[src/rtl/input_csr.sv]
// Memory-mapped receive FIFO: bytes arrive on rx_stb_i, the CPU polls and pops
// them through a single CSR that also carries status, overrun clear and flush.
module input_csr #(
  parameter logic [11:0] CSR_ADDR = 12'h0FE,
  parameter int          DEPTH    = 8
) (
  input  logic        clk_i,
  input  logic        rst_n_i,
  input  logic [11:0] cadr_i,
  output logic        cvalid_o,
  output logic [63:0] cdat_o,
  input  logic [63:0] cdat_i,
  input  logic        coe_i,
  input  logic        cwe_i,
  input  logic [7:0]  rx_dat_i,
  input  logic        rx_stb_i,
  output logic        rx_avail_o,
  output logic        rx_full_o
);

  localparam int AW = $clog2(DEPTH);
  localparam int CW = AW + 1;

  logic [7:0]    mem_q [DEPTH];
  logic [AW-1:0] wr_ptr_q, wr_ptr_d;
  logic [AW-1:0] rd_ptr_q, rd_ptr_d;
  logic [CW-1:0] count_q, count_d;
  logic          overrun_q, overrun_d;

  logic valid, full, pop, push, flush, ov_clr, ov_set;
  logic unused_cdat_bits;

  assign unused_cdat_bits = ^{cdat_i[63:11], cdat_i[8:0]};

  assign cvalid_o   = (cadr_i == CSR_ADDR);
  assign valid      = (count_q != '0);
  assign full       = (count_q == CW'(DEPTH));
  assign rx_avail_o = valid;
  assign rx_full_o  = full;

  assign pop    = cvalid_o & coe_i & valid;
  assign flush  = cvalid_o & cwe_i & cdat_i[10];
  assign ov_clr = cvalid_o & cwe_i & cdat_i[9];
  // A pop in the same cycle frees the slot, so a full FIFO can still accept.
  assign push   = rx_stb_i & (~full | pop) & ~flush;
  assign ov_set = rx_stb_i & full & ~pop & ~flush;

  always_comb begin
    wr_ptr_d  = wr_ptr_q;
    rd_ptr_d  = rd_ptr_q;
    count_d   = count_q;
    overrun_d = ov_set | (overrun_q & ~ov_clr);
    if (flush) begin
      wr_ptr_d = '0;
      rd_ptr_d = '0;
      count_d  = '0;
    end else begin
      if (push) wr_ptr_d = wr_ptr_q + AW'(1);
      if (pop)  rd_ptr_d = rd_ptr_q + AW'(1);
      count_d = count_q + CW'(push) - CW'(pop);
    end
  end

  always_ff @(posedge clk_i or negedge rst_n_i) begin
    if (!rst_n_i) begin
      wr_ptr_q  <= '0;
      rd_ptr_q  <= '0;
      count_q   <= '0;
      overrun_q <= 1'b0;
    end else begin
      wr_ptr_q  <= wr_ptr_d;
      rd_ptr_q  <= rd_ptr_d;
      count_q   <= count_d;
      overrun_q <= overrun_d;
    end
  end

  // Storage is not reset; COUNT alone decides which entries are meaningful.
  always_ff @(posedge clk_i) begin
    if (push) mem_q[wr_ptr_q] <= rx_dat_i;
  end

  always_comb begin
    cdat_o = '0;
    if (cvalid_o) begin
      cdat_o[7:0]      = valid ? mem_q[rd_ptr_q] : 8'h00;
      cdat_o[8]        = valid;
      cdat_o[9]        = overrun_q;
      cdat_o[10 +: CW] = count_q;
    end
  end

endmodule

[config.mk]
export PLATFORM = sky130hd
export DESIGN_NAME = input_csr
export DESIGN_NICKNAME = d
export VERILOG_FILES = /design/src/rtl/input_csr.sv
export SDC_FILE = /design/constraint.sdc
export NUM_CORES = 1
export LEC_CHECK = 0
export BUFFER_PORTS_ARGS = -buffer_cell sky130_fd_sc_hd__buf_2
export CORE_UTILIZATION = 52
export CTS_CLUSTER_SIZE = 14
export DETAILED_ROUTE_END_ITERATION = 16
export MAX_ROUTING_LAYER = met4
export PLACE_DENSITY = 0.93
export SLEW_MARGIN = 20
export SYNTH_ARGS = -nofsm -noshare
export SYNTH_HDL_FRONTEND = slang
export SYNTH_SLANG_ARGS = --single-unit
export TNS_END_PERCENT = 5
[constraint.sdc]
create_clock -name clk_i -period 3.9 [get_ports clk_i]
set_input_delay 0.195 -clock clk_i [delete_from_list [all_inputs] [get_ports clk_i]]
set_output_delay 0.195 -clock clk_i [all_outputs]
set_load 0.01 [all_outputs]
==> out/qor.txt, run 1 <==
status: completed
via count: 2064
die area: 0.00757 sq mm
proportion of layout cells with a drive suffix above 1: 31.7%
H-tree level count: 3
initial antenna violation count: 0
Sw Share: 30.7%
total core area: 0.00687 sq mm
RSZ-0062 raised after global routing: false
Synth-to-Final Area Change: 9.22%
max-cap violation count: 0
Worst-path clk slew: 90 ps
Worst Setup Path Type: register to register
diode count: 0
fillers: 498
Final Setup Violations: 0
mean routed wirelength per cell: 16.3 microns
DRC viols: 0
Worst Tran Pin Value: 1060 ps
final worst slack: 946 ps
Worst Path Max Fanout: 10
final worst path period need: 2950 ps
Final Hold Vio Count: 0
CP Capture Type: register
Rows: 30
Root Buffer Master: clkbuf_8
Layout Nets: 399
hold_buf cts: 1
leakage power: 1.59 nW
Slew Limit Fails: 0
max_slew headroom: 28.9%
Setup Buffers After CTS: 0
Ports: 156
DP HPWL: 4.51 mm
drt pass-1 iters: 4
CTS tree: done
vias in the first global route: 2067
Final TNS setup: 0 ps
maximum buffer depth of the clock tree: 2
PortBufs: 43
internal power: 1.46 mW
commonest register cell after synthesis: edfxtp_1
DP Area: 0.00389 sq mm
yosys synthesis warning count: 0
#FFs+latches synth: 75
Unique masters post-synth: 37
first-pass GRT wire length: 10.5 mm
total global routing overflow: 0
hold depth: 1
dpl ws: 983 ps
post-synthesis cell count: 252
switching pwr: 0.648 mW
area of the mapped netlist: 0.00376 sq mm
initial cell density of the core: 54.7%
post-route ant nets: 0
EDFF count, synth: 64
Final Util: 59.7%
period utilization: 75.7%
Overall Global Routing Usage: 20.1%
Final GP Congestion: 0.799
largest net degree at the start of global routing: 20
Comb pwr share: 21.5%
CP Data Arrival Time: 3170 ps
worst reg2reg path depth: 12
worst-skew pair later-pin latency: 350 ps
P per Cell Area: 515 mW/mm^2
die height: 87.0 microns
Reg power frac: 52.0%
worst min-delay path class: input pin to register
TritonCTS sink count: 75
Clock power frac: 26.5%
initial detailed-routing violation count: 111
Post-synth ARST share: 14.7%
Avg Cell Area, Syn: 14.9 sq um
vias per cell: 5.13
chip width: 87.0 microns
sequential area share after synthesis: 58.5%
Worst Setup Start Kind: register
Clock Skews: 12.4 ps
CTS resizes: 0
highest achievable clock rate: 0.339 GHz
final wirelength: 6.57 mm
TritonCTS Buffers: 9
Worst Path Required: 4120 ps
cell area after layout: 0.00410 sq mm
Max VDD drop: 0.000245 V
## registers in the layout (all words and copies together) (netlist names)
name / cells
count_q: 4
rd_ptr_q: 3
mem_q: 64
overrun_q: 1
wr_ptr_q: 3
## critical path, stage by stage, from the launching register on
cell,delay (ps)
dfrtp_1,370
inv_1,110
ha_1,150
or3b_2,530
a31oi_4,430
nand3b_1,180
ha_1,170
inv_1,70
ha_1,280
a21o_1,160
a21oi_1,170
xnor2_1,140
nor2_1,50
## kinds of logic after synthesis
group,count (synthesis),share of synthesized area (%)
and+or+nand+nor,59,10.9
muxes,28,12.8
xor gates and xnor gates,2,0.466
adders and majority gates,9,3.20
AOI/OAI and AO/OA,8,1.76
buffers and inverters,70,12.3
DFF,75,58.5
other,1,0.0998
## synth_stat cells, types with 2 or more instances
master    instances  area [sq um]
xnor2_1           2          17.5
nor2_1           14          52.6
buf_2             5          25.0
nand4_1           3          18.8
o21ai_0           2          10.0
or4_1             2          15.0
buf_4            51           383
mux2i_1          12           120
and2_1            5          31.3
buf_1             3          11.3
nand2_1          10          37.5
inv_1             8          30.0
or3b_2            2          17.5
nand3b_1          3          22.5
and4_1            2          17.5
nand3_1           4          20.0
dfrtp_1          11           275
edfxtp_1         64          1920
nand2b_1          2          12.5
mux4_2           16           360
nor4_2            4          50.1
nor4b_2           4          60.1
clkbuf_1          2          7.51
ha_1              8           100
## final timing paths
kind | start | endpoint | slack (ps)
worst min-delay path | rx_dat_i[1] | mem_q[4][1] | 110
max in group asynchronous | rst_n_i | rd_ptr_q[0] | 3430
worst min register to register | overrun_q | overrun_q | 530
worst max register to register | count_q[2] | count_q[3] | 950
min in group asynchronous | rst_n_i | count_q[3] | 240
worst max-delay path | count_q[2] | count_q[3] | 950
## cells in the final DEF, fill, tap and decap left out, types with 4 or more instances in the layout
master    count
and2_1        5
buf_2        43
nand3_1       4
mux2i_1      12
clkbuf_8      9
ha_1          8
nor2_1       14
conb_1       50
buf_4         6
nand2_1      10
edfxtp_1     64
nor4b_2       4
dfrtp_1      10
mux4_2       16
inv_1         8
## power groups by stage
stage | combinational (mW) | clock (mW) | sequential, mW
final | 0.454 | 0.560 | 1.10
after floorplan | 0.378 | 0 | 1.07
after global routing | 0.517 | 0.601 | 1.11
after detailed placement | 0.449 | 0 | 1.11
after CTS | 0.455 | 0.573 | 1.10
after global placement | 0.414 | 0 | 1.10
## metrics by stage
step | power [mW] | hold slack, ps | std cells
floorplan | 1.45 | -101 | 301
detailed placement | 1.56 | 78.5 | 385
global route | 2.23 | 99.2 | 402
global placement | 1.51 | 76.9 | 385
CTS | 2.13 | 85.4 | 402
finish | 2.11 | 106 | 402
## layer usage
layer	wire, microns	vias to the layer above	track usage [%]
met5	0	-	-
met4	80	0	9.39
met3	408	6	4.93
met2	3700	98	34.4
met1	2380	1028	22.3
li1	-	932	-
## final cells by class
type | instances | area [sq um] | area share (%)
Sequential cell | 75 | 2200 | 53.6
Clock buffer | 9 | 124 | 3.02
Clock inverter | 7 | 65.1 | 1.59
Timing Repair Buffer | 50 | 270 | 6.59
Inverter | 9 | 35.0 | 0.854
Multi-Input combinational cell | 156 | 1290 | 31.5
Tap cell | 96 | 120 | 2.93
Note: power is estimated with default switching activity, not from simulation.
==> inputs of run 2 (changes only) <==
--- a/config.mk
+++ b/config.mk
@@ -6,11 +6,11 @@
 export NUM_CORES = 1
 export LEC_CHECK = 0
 export BUFFER_PORTS_ARGS = -buffer_cell sky130_fd_sc_hd__buf_2
-export CORE_UTILIZATION = 52
+export CORE_UTILIZATION = 44
 export CTS_CLUSTER_SIZE = 14
 export DETAILED_ROUTE_END_ITERATION = 16
 export MAX_ROUTING_LAYER = met4
-export PLACE_DENSITY = 0.93
+export PLACE_DENSITY = 0.84
 export SLEW_MARGIN = 20
 export SYNTH_ARGS = -nofsm -noshare
 export SYNTH_HDL_FRONTEND = slang
==> constraint.sdc (replaced) <==
create_clock -name clk_i -period 2.56 [get_ports clk_i]
set_input_delay 0.128 -clock clk_i [delete_from_list [all_inputs] [get_ports clk_i]]
set_output_delay 0.128 -clock clk_i [all_outputs]
set_load 0.01 [all_outputs]
==> run 2 against run 1 <==
  * Clock skew down 3.2 ps
  * Largest power group unchanged
  * Critical path depth unchanged
  * Non-clock buffer count rose by 7
  * Flip-flop and latch count did not move
  * Cell count grew 4.0%
  * Utilization decreased by 8.5 points
  * Largest cell class unchanged
  * Clock-buffer cell count unchanged
  * Sequential share of layout area is 1.6 points lower
  * Setup slack worse by 880 ps
==> out/qor.txt, run 2 (synthesis results as in run 1) <==
crit-path max cell delay: 400 ps (-130 ps)
final worst path period need: 2500 ps (-457 ps)
status: completed
worst setup path end: count_q[3]
CP Data Arrival Time: 2690 ps (-480 ps)
TritonCTS sink count: 75 (unchanged)
first-pass GRT wire length: 9.83 mm (-6.7%)
Max VDD drop: 0.000300 V (+22%)
proportion of layout cells with a drive suffix above 1: 33.9% (+2.2 points)
Final Setup Violations: 0 (unchanged)
Final GP Congestion: 0.774 (-3.2%)
DP HPWL: 4.62 mm (+2.4%)
Root Buffer Master: clkbuf_8
die height: 94.4 microns (+8.5%)
dpl ws: -32.6 ps (-1020 ps)
Largest register FFs: 64 (unchanged)
max_slew headroom: 30.0% (+1.0 points)
mean routed wirelength per cell: 15.5 microns (-5.2%)
Worst Setup SP: count_q[2]
overall power: 3.34 mW (+58%)
hold depth: 1 (unchanged)
worst min-delay path class: input pin to register
largest net degree at the start of global routing: 15 (-25%)
via count: 2112 (+2.3%)
most used cell, CP: ha_1
reg2reg start: count_q[2]
maximum buffer depth of the clock tree: 2 (unchanged)
RR Endpoint: count_q[3]
max-cap violation count: 0 (unchanged)
worst reg2reg path depth: 12 (unchanged)
chip width: 94.4 microns (+8.5%)
commonest non-fill, non-tap cells in the layout: edfxtp_1, conb_1, buf_2, mux4_2, nor2_1
highest achievable clock rate: 0.401 GHz (+18%)
Worst Tran Pin Value: 1040 ps (-15.2 ps)
initial detailed-routing violation count: 157 (+41%)
Final Hold Vio Count: 0 (unchanged)
leakage power: 1.64 nW (+3.1%)
Overall Global Routing Usage: 15.8% (-4.4 points)
final wirelength: 6.47 mm (-1.4%)
Slew Limit Fails: 0 (unchanged)
CP Cell Sequence: inv_2 > ha_1 > or3b_4 > a31oi_4 > nand3b_1 > ha_1 > inv_2 > ha_1 > a21o_1 > a21oi_2 > xnor2_1 > nor2_1
Worst Path Max Fanout: 4 (-6)
P per Cell Area: 789 mW/mm^2 (+53%)
Ports: 156 (unchanged)
CTS tree: done
H-tree level count: 3 (unchanged)
Worst Setup Start Kind: register
Top reg by flops: mem_q
Layout Nets: 406 (+1.8%)
Worst Path Required: 2760 ps (-1360 ps)
Top Family by Delay on Critical Path: simple AND/OR/NAND/NOR gates
placed instance count: 399 (+3.6%)
die area: 0.00891 sq mm (+18%)
post-route ant nets: 0 (unchanged)
Worst-path clk slew: 80 ps (about the same)
PortBufs: 43 (unchanged)
initial cell density of the core: 45.5% (-9.2 points)
initial antenna violation count: 0 (unchanged)
top flop regs: mem_q (64), count_q (4)
fillers: 679 (+36%)
Worst Setup Path Type: register to register
reg2reg setup slack: 60 ps (-880 ps)
vias per cell: 5.05 (-1.6%)
TritonCTS Buffers: 9 (unchanged)
CP Capture Type: register
Rows: 33 (+10%)
worst hold slack: 57.4 ps (-48.7 ps)
period utilization: 97.5% (+22 points)
Critical path buffers and inverters: 2 (unchanged)
worst-skew pair later-pin latency: 340 ps (about the same)
Final Non-Filler Cells: 418 (+4.0%)
final worst slack: 63.3 ps (-883 ps)
Clock Skews: 9.26 ps (-3.16 ps)
CP max-delay cell: or3b_4
drt pass-1 iters: 4 (unchanged)
Crit path depth: 12 (unchanged)
total core area: 0.00826 sq mm (+20%)
most common cell after layout, fill and taps aside: edfxtp_1
DRC viols: 0 (unchanged)
diode count: 0 (unchanged)
Synth-to-Final Area Change: 12.6%
total global routing overflow: 0 (unchanged)
vias in the first global route: 1910 (-7.6%)
run 2: cell types whose count changed in the layout (fill, tap and decap cells not counted), sizes merged:
cell,previous run,this run
clkinvlp,1,0
bufinv,0,1
clkinv,3,4
buf,49,56
inv,12,11
run 2: area by class of cell:
class / instances / area [sq um] / share of cell area [%]
clock buffer: 9 / 124 / 2.93
multi-input combinational: 156 / 1320 / 31.2
tap: 105 / 131 / 3.11
sequential: 75 / 2200 / 51.9
inverter: 9 / 35.0 / 0.828
timing repair buffer: 57 / 348 / 8.22
clock inverter: 7 / 75.1 / 1.77
run 2: timing repair:
action | 4_1_cts | 5_1_grt
gates resized for setup | 1 | 3
pin swaps | 0 | 1
hold endpoints to repair | 11 | 0
hold buffers | 1 | 0
setup buffers | 0 | 2
setup endpoints to repair | 8 | 3
run 2: routing by layer:
layer,track usage (%),part of all wire [%]
met5,-,0
met4,8.08,1.9
met3,1.93,5.2
met2,25.1,53
met1,19.9,40
run 2: metrics by stage:
step / area (sq um) / TNS, ps / util, %
after floorplan: 3950 / -13.5 / -
after global placement: 3970 / 0 / 48.1
after detailed placement: 3970 / -255 / 48.1
after CTS: 4190 / 0 / 50.8
after global routing: 4230 / -66.3 / 51.2
final: 4230 / 0 / 51.2
run 2: where the power goes:
part	total [mW]	internal, mW	leakage (nW)	switching (mW)
logic	0.759	0.347	0.824	0.413
clock network	0.903	0.459	0.101	0.443
registers	1.68	1.56	0.714	0.120
run 2: worst min path at each step:
stage	startpoint	end	slack [ps]
2_1_floorplan	rst_n_i	count_q[0]	-170
3_3_place_gp	rst_n_i	count_q[3]	10
3_5_place_dp	rst_n_i	count_q[3]	20
4_1_cts	rx_dat_i[0]	mem_q[1][0]	40
5_1_grt	rx_dat_i[0]	mem_q[5][0]	50
6_report	rx_dat_i[0]	mem_q[1][0]	60
==> inputs of run 3 (changes only) <==
--- a/config.mk
+++ b/config.mk
@@ -6,11 +6,11 @@
 export NUM_CORES = 1
 export LEC_CHECK = 0
 export BUFFER_PORTS_ARGS = -buffer_cell sky130_fd_sc_hd__buf_2
-export CORE_UTILIZATION = 44
+export CORE_UTILIZATION = 48
 export CTS_CLUSTER_SIZE = 14
 export DETAILED_ROUTE_END_ITERATION = 16
 export MAX_ROUTING_LAYER = met4
-export PLACE_DENSITY = 0.84
+export PLACE_DENSITY = 0.87
 export SLEW_MARGIN = 20
 export SYNTH_ARGS = -nofsm -noshare
 export SYNTH_HDL_FRONTEND = slang
==> constraint.sdc (replaced) <==
create_clock -name clk_i -period 2.6 [get_ports clk_i]
set_input_delay 0.13 -clock clk_i [delete_from_list [all_inputs] [get_ports clk_i]]
set_output_delay 0.13 -clock clk_i [all_outputs]
set_load 0.01 [all_outputs]
==> run 3 against run 2 <==
  * Non-clock buffer count shrank 6
  * Routed wire length shrank 7.8%
  * Setup slack gained 16 ps
  * Maximum frequency shrank 0.94%
  * Largest cell class unchanged
  * Highest routed layer unchanged
==> out/qor.txt, run 3 (synthesis results as in run 1) <==
status: completed
CP Capture Type: register
overall power: 3.25 mW (-2.7%)
worst reg2reg path depth: 11 (-1)
CTS tree: done
DRC viols: 0 (unchanged)
H-tree level count: 3 (unchanged)
most common cell after layout, fill and taps aside: edfxtp_1
RSZ-0062 raised after global routing: true
CP Cell Sequence: inv_2 > ha_1 > or3b_4 > nand4_1 > nor2_1 > ha_1 > inv_1 > ha_2 > fa_1 > xnor2_1 > nor2_1
worst-skew pair later-pin latency: 340 ps (about the same)
Rows: 31 (-6.1%)
vias in the first global route: 1944 (+1.8%)
fillers: 566 (-17%)
commonest non-fill, non-tap cells in the layout: edfxtp_1, conb_1, buf_2, mux4_2, nor2_1
highest achievable clock rate: 0.397 GHz (-0.94%)
TritonCTS Buffers: 9 (unchanged)
initial detailed-routing violation count: 83 (-47%)
leakage power: 1.61 nW (-1.5%)
first-pass GRT wire length: 9.66 mm (-1.7%)
internal power: 2.31 mW (-2.1%)
via count: 2010 (-4.8%)
drt pass-1 iters: 4 (unchanged)
Worst-path clk slew: 70 ps (about the same)
RR Endpoint: count_q[2]
period utilization: 96.9% (-0.59 points)
placed instance count: 388 (-2.8%)
P per Cell Area: 775 mW/mm^2 (-1.8%)
Final GP Congestion: 0.764 (-1.3%)
Worst Setup Path Type: register to register
final wirelength: 5.97 mm (-7.8%)
top flop regs: mem_q (64), count_q (4)
total core area: 0.00741 sq mm (-10%)
Layout Nets: 400 (-1.5%)
Slew Limit Fails: 0 (unchanged)
max-cap violation count: 0 (unchanged)
Ports: 156 (unchanged)
reg2reg setup slack: 80 ps (+20 ps)
CP max-delay cell: or3b_4
Overall Global Routing Usage: 16.2% (+0.48 points)
proportion of layout cells with a drive suffix above 1: 32.6% (-1.3 points)
chip width: 90.5 microns (-4.2%)
Final Non-Filler Cells: 406 (-2.9%)
die area: 0.00819 sq mm (-8.2%)
Worst Hold End: mem_q[2][0]
Final Hold Vio Count: 0 (unchanged)
diode count: 0 (unchanged)
die height: 90.5 microns (-4.2%)
largest net degree at the start of global routing: 20 (+5)
switching pwr: 0.937 mW (-4.0%)
initial antenna violation count: 0 (unchanged)
crit-path max cell delay: 420 ps (+20 ps)
mean routed wirelength per cell: 14.7 microns (-5.1%)
Largest register FFs: 64 (unchanged)
Comb pwr share: 21.9% (-0.8 points)
CP Data Arrival Time: 2710 ps (+20 ps)
Reg power frac: 50.9% (+0.7 points)
Clock power frac: 27.2% (+0.2 points)
TritonCTS sink count: 75 (unchanged)
PortBufs: 43 (unchanged)
total global routing overflow: 0 (unchanged)
Worst Setup Start Kind: register
Root Buffer Master: clkbuf_8
Worst Tran Pin Value: 1030 ps (-13.9 ps)
DP HPWL: 4.17 mm (-9.5%)
Top reg by flops: mem_q
max_slew headroom: 30.9% (+0.93 points)
Max VDD drop: 0.000332 V (+11%)
final worst path period need: 2520 ps (+23.8 ps)
post-route ant nets: 0 (unchanged)
Clock Skews: 8.09 ps (-1.17 ps)
hold depth: 1 (unchanged)
Worst Path Required: 2790 ps (+30 ps)
reg2reg start: count_q[2]
maximum buffer depth of the clock tree: 2 (unchanged)
vias per cell: 4.95 (-2.0%)
initial cell density of the core: 50.7% (+5.2 points)
worst min-delay path class: input pin to register
Worst Path Max Fanout: 5 (+1)
Sw Share: 28.8% (-0.42 points)
Synth-to-Final Area Change: 11.6%
Worst Hold Launch: rx_dat_i[0]
Final Setup Violations: 0 (unchanged)
-- run 3: cell count changes in the layout (fill, tap and decap cells not counted), moves of 2 or more --
cell,delta
buf_4,-5
clkinv_1,-2
nor4b_4,+4
clkinvlp_4,+2
nor4b_2,-4
-- run 3: power by group through the flow --
| stage | Combinational [mW] | Sequential [mW] | Clock [mW] |
|---|---|---|---|
| 2_1_floorplan | 0.573 | 1.61 | 0 |
| 3_3_place_gp | 0.623 | 1.65 | 0 |
| 3_5_place_dp | 0.659 | 1.67 | 0 |
| 4_1_cts | 0.663 | 1.65 | 0.903 |
| 5_1_grt | 0.799 | 1.67 | 0.958 |
| 6_report | 0.713 | 1.65 | 0.884 |
-- run 3: layout make-up --
class | instances | area [sq um] | share of cell area (%)
Tap cell | 99 | 124 | 2.96
Inverter | 9 | 35.0 | 0.836
Clock inverter | 6 | 71.3 | 1.70
Sequential cell | 75 | 2200 | 52.4
Multi-Input combinational cell | 156 | 1350 | 32.1
Clock buffer | 10 | 128 | 3.04
Timing Repair Buffer | 51 | 290 | 6.93
-- run 3: worst max-delay path by stage --
stage / from / end / slack [ps] / cells past startpoint
final: count_q[2] / count_q[2] / 80 / 11
after global routing: count_q[2] / mem_q[0][0] / -50 / 7
after CTS: count_q[2] / count_q[3] / 20 / 12
after detailed placement: count_q[2] / count_q[3] / -20 / 12
after global placement: count_q[2] / count_q[3] / 30 / 12
after floorplan: count_q[2] / count_q[1] / 20 / 11
-- run 3: per-stage QoR --
step | worst slack, ps | area (sq um) | util, % | TNS [ps] | hold WS [ps]
floorplan | 23.7 | 3950 | - | 0 | -166
global placement | 32.9 | 3910 | 52.8 | 0 | 20.0
detailed placement | -17.8 | 3910 | 52.8 | -26.3 | 19.6
CTS | 20.5 | 4130 | 55.7 | 0 | 45.3
global route | -52.1 | 4190 | 56.6 | -622 | 54.4
finish | 79.5 | 4190 | 56.6 | 0 | 59.8
-- run 3: layer usage --
| layer | vias up | track usage (%) | routed length, microns |
|---|---|---|---|
| li1 | 937 | - | - |
| met1 | 986 | 18.7 | 2410 |
| met2 | 80 | 27.4 | 3230 |
| met3 | 7 | 3.28 | 254 |
| met4 | 0 | 7.26 | 74 |
| met5 | - | - | 0 |
-- run 3: repair_timing --
action | in CTS | in global routing
hold endpoints to repair | 11 | 0
hold buffers | 1 | 0
gates cloned | 0 | 0
gates resized for setup | 1 | 4
pin swaps | 0 | 4
setup endpoints to repair | 11 | 3
setup buffers | 0 | 1
-- run 3: critical path: cells and delay by family (launching register included) --
family	cells	cell delay (ps)
buf+inv	2	120
fa+ha+maj	4	970
xor+xnor	1	170
flops	1	380
simple gates	4	730
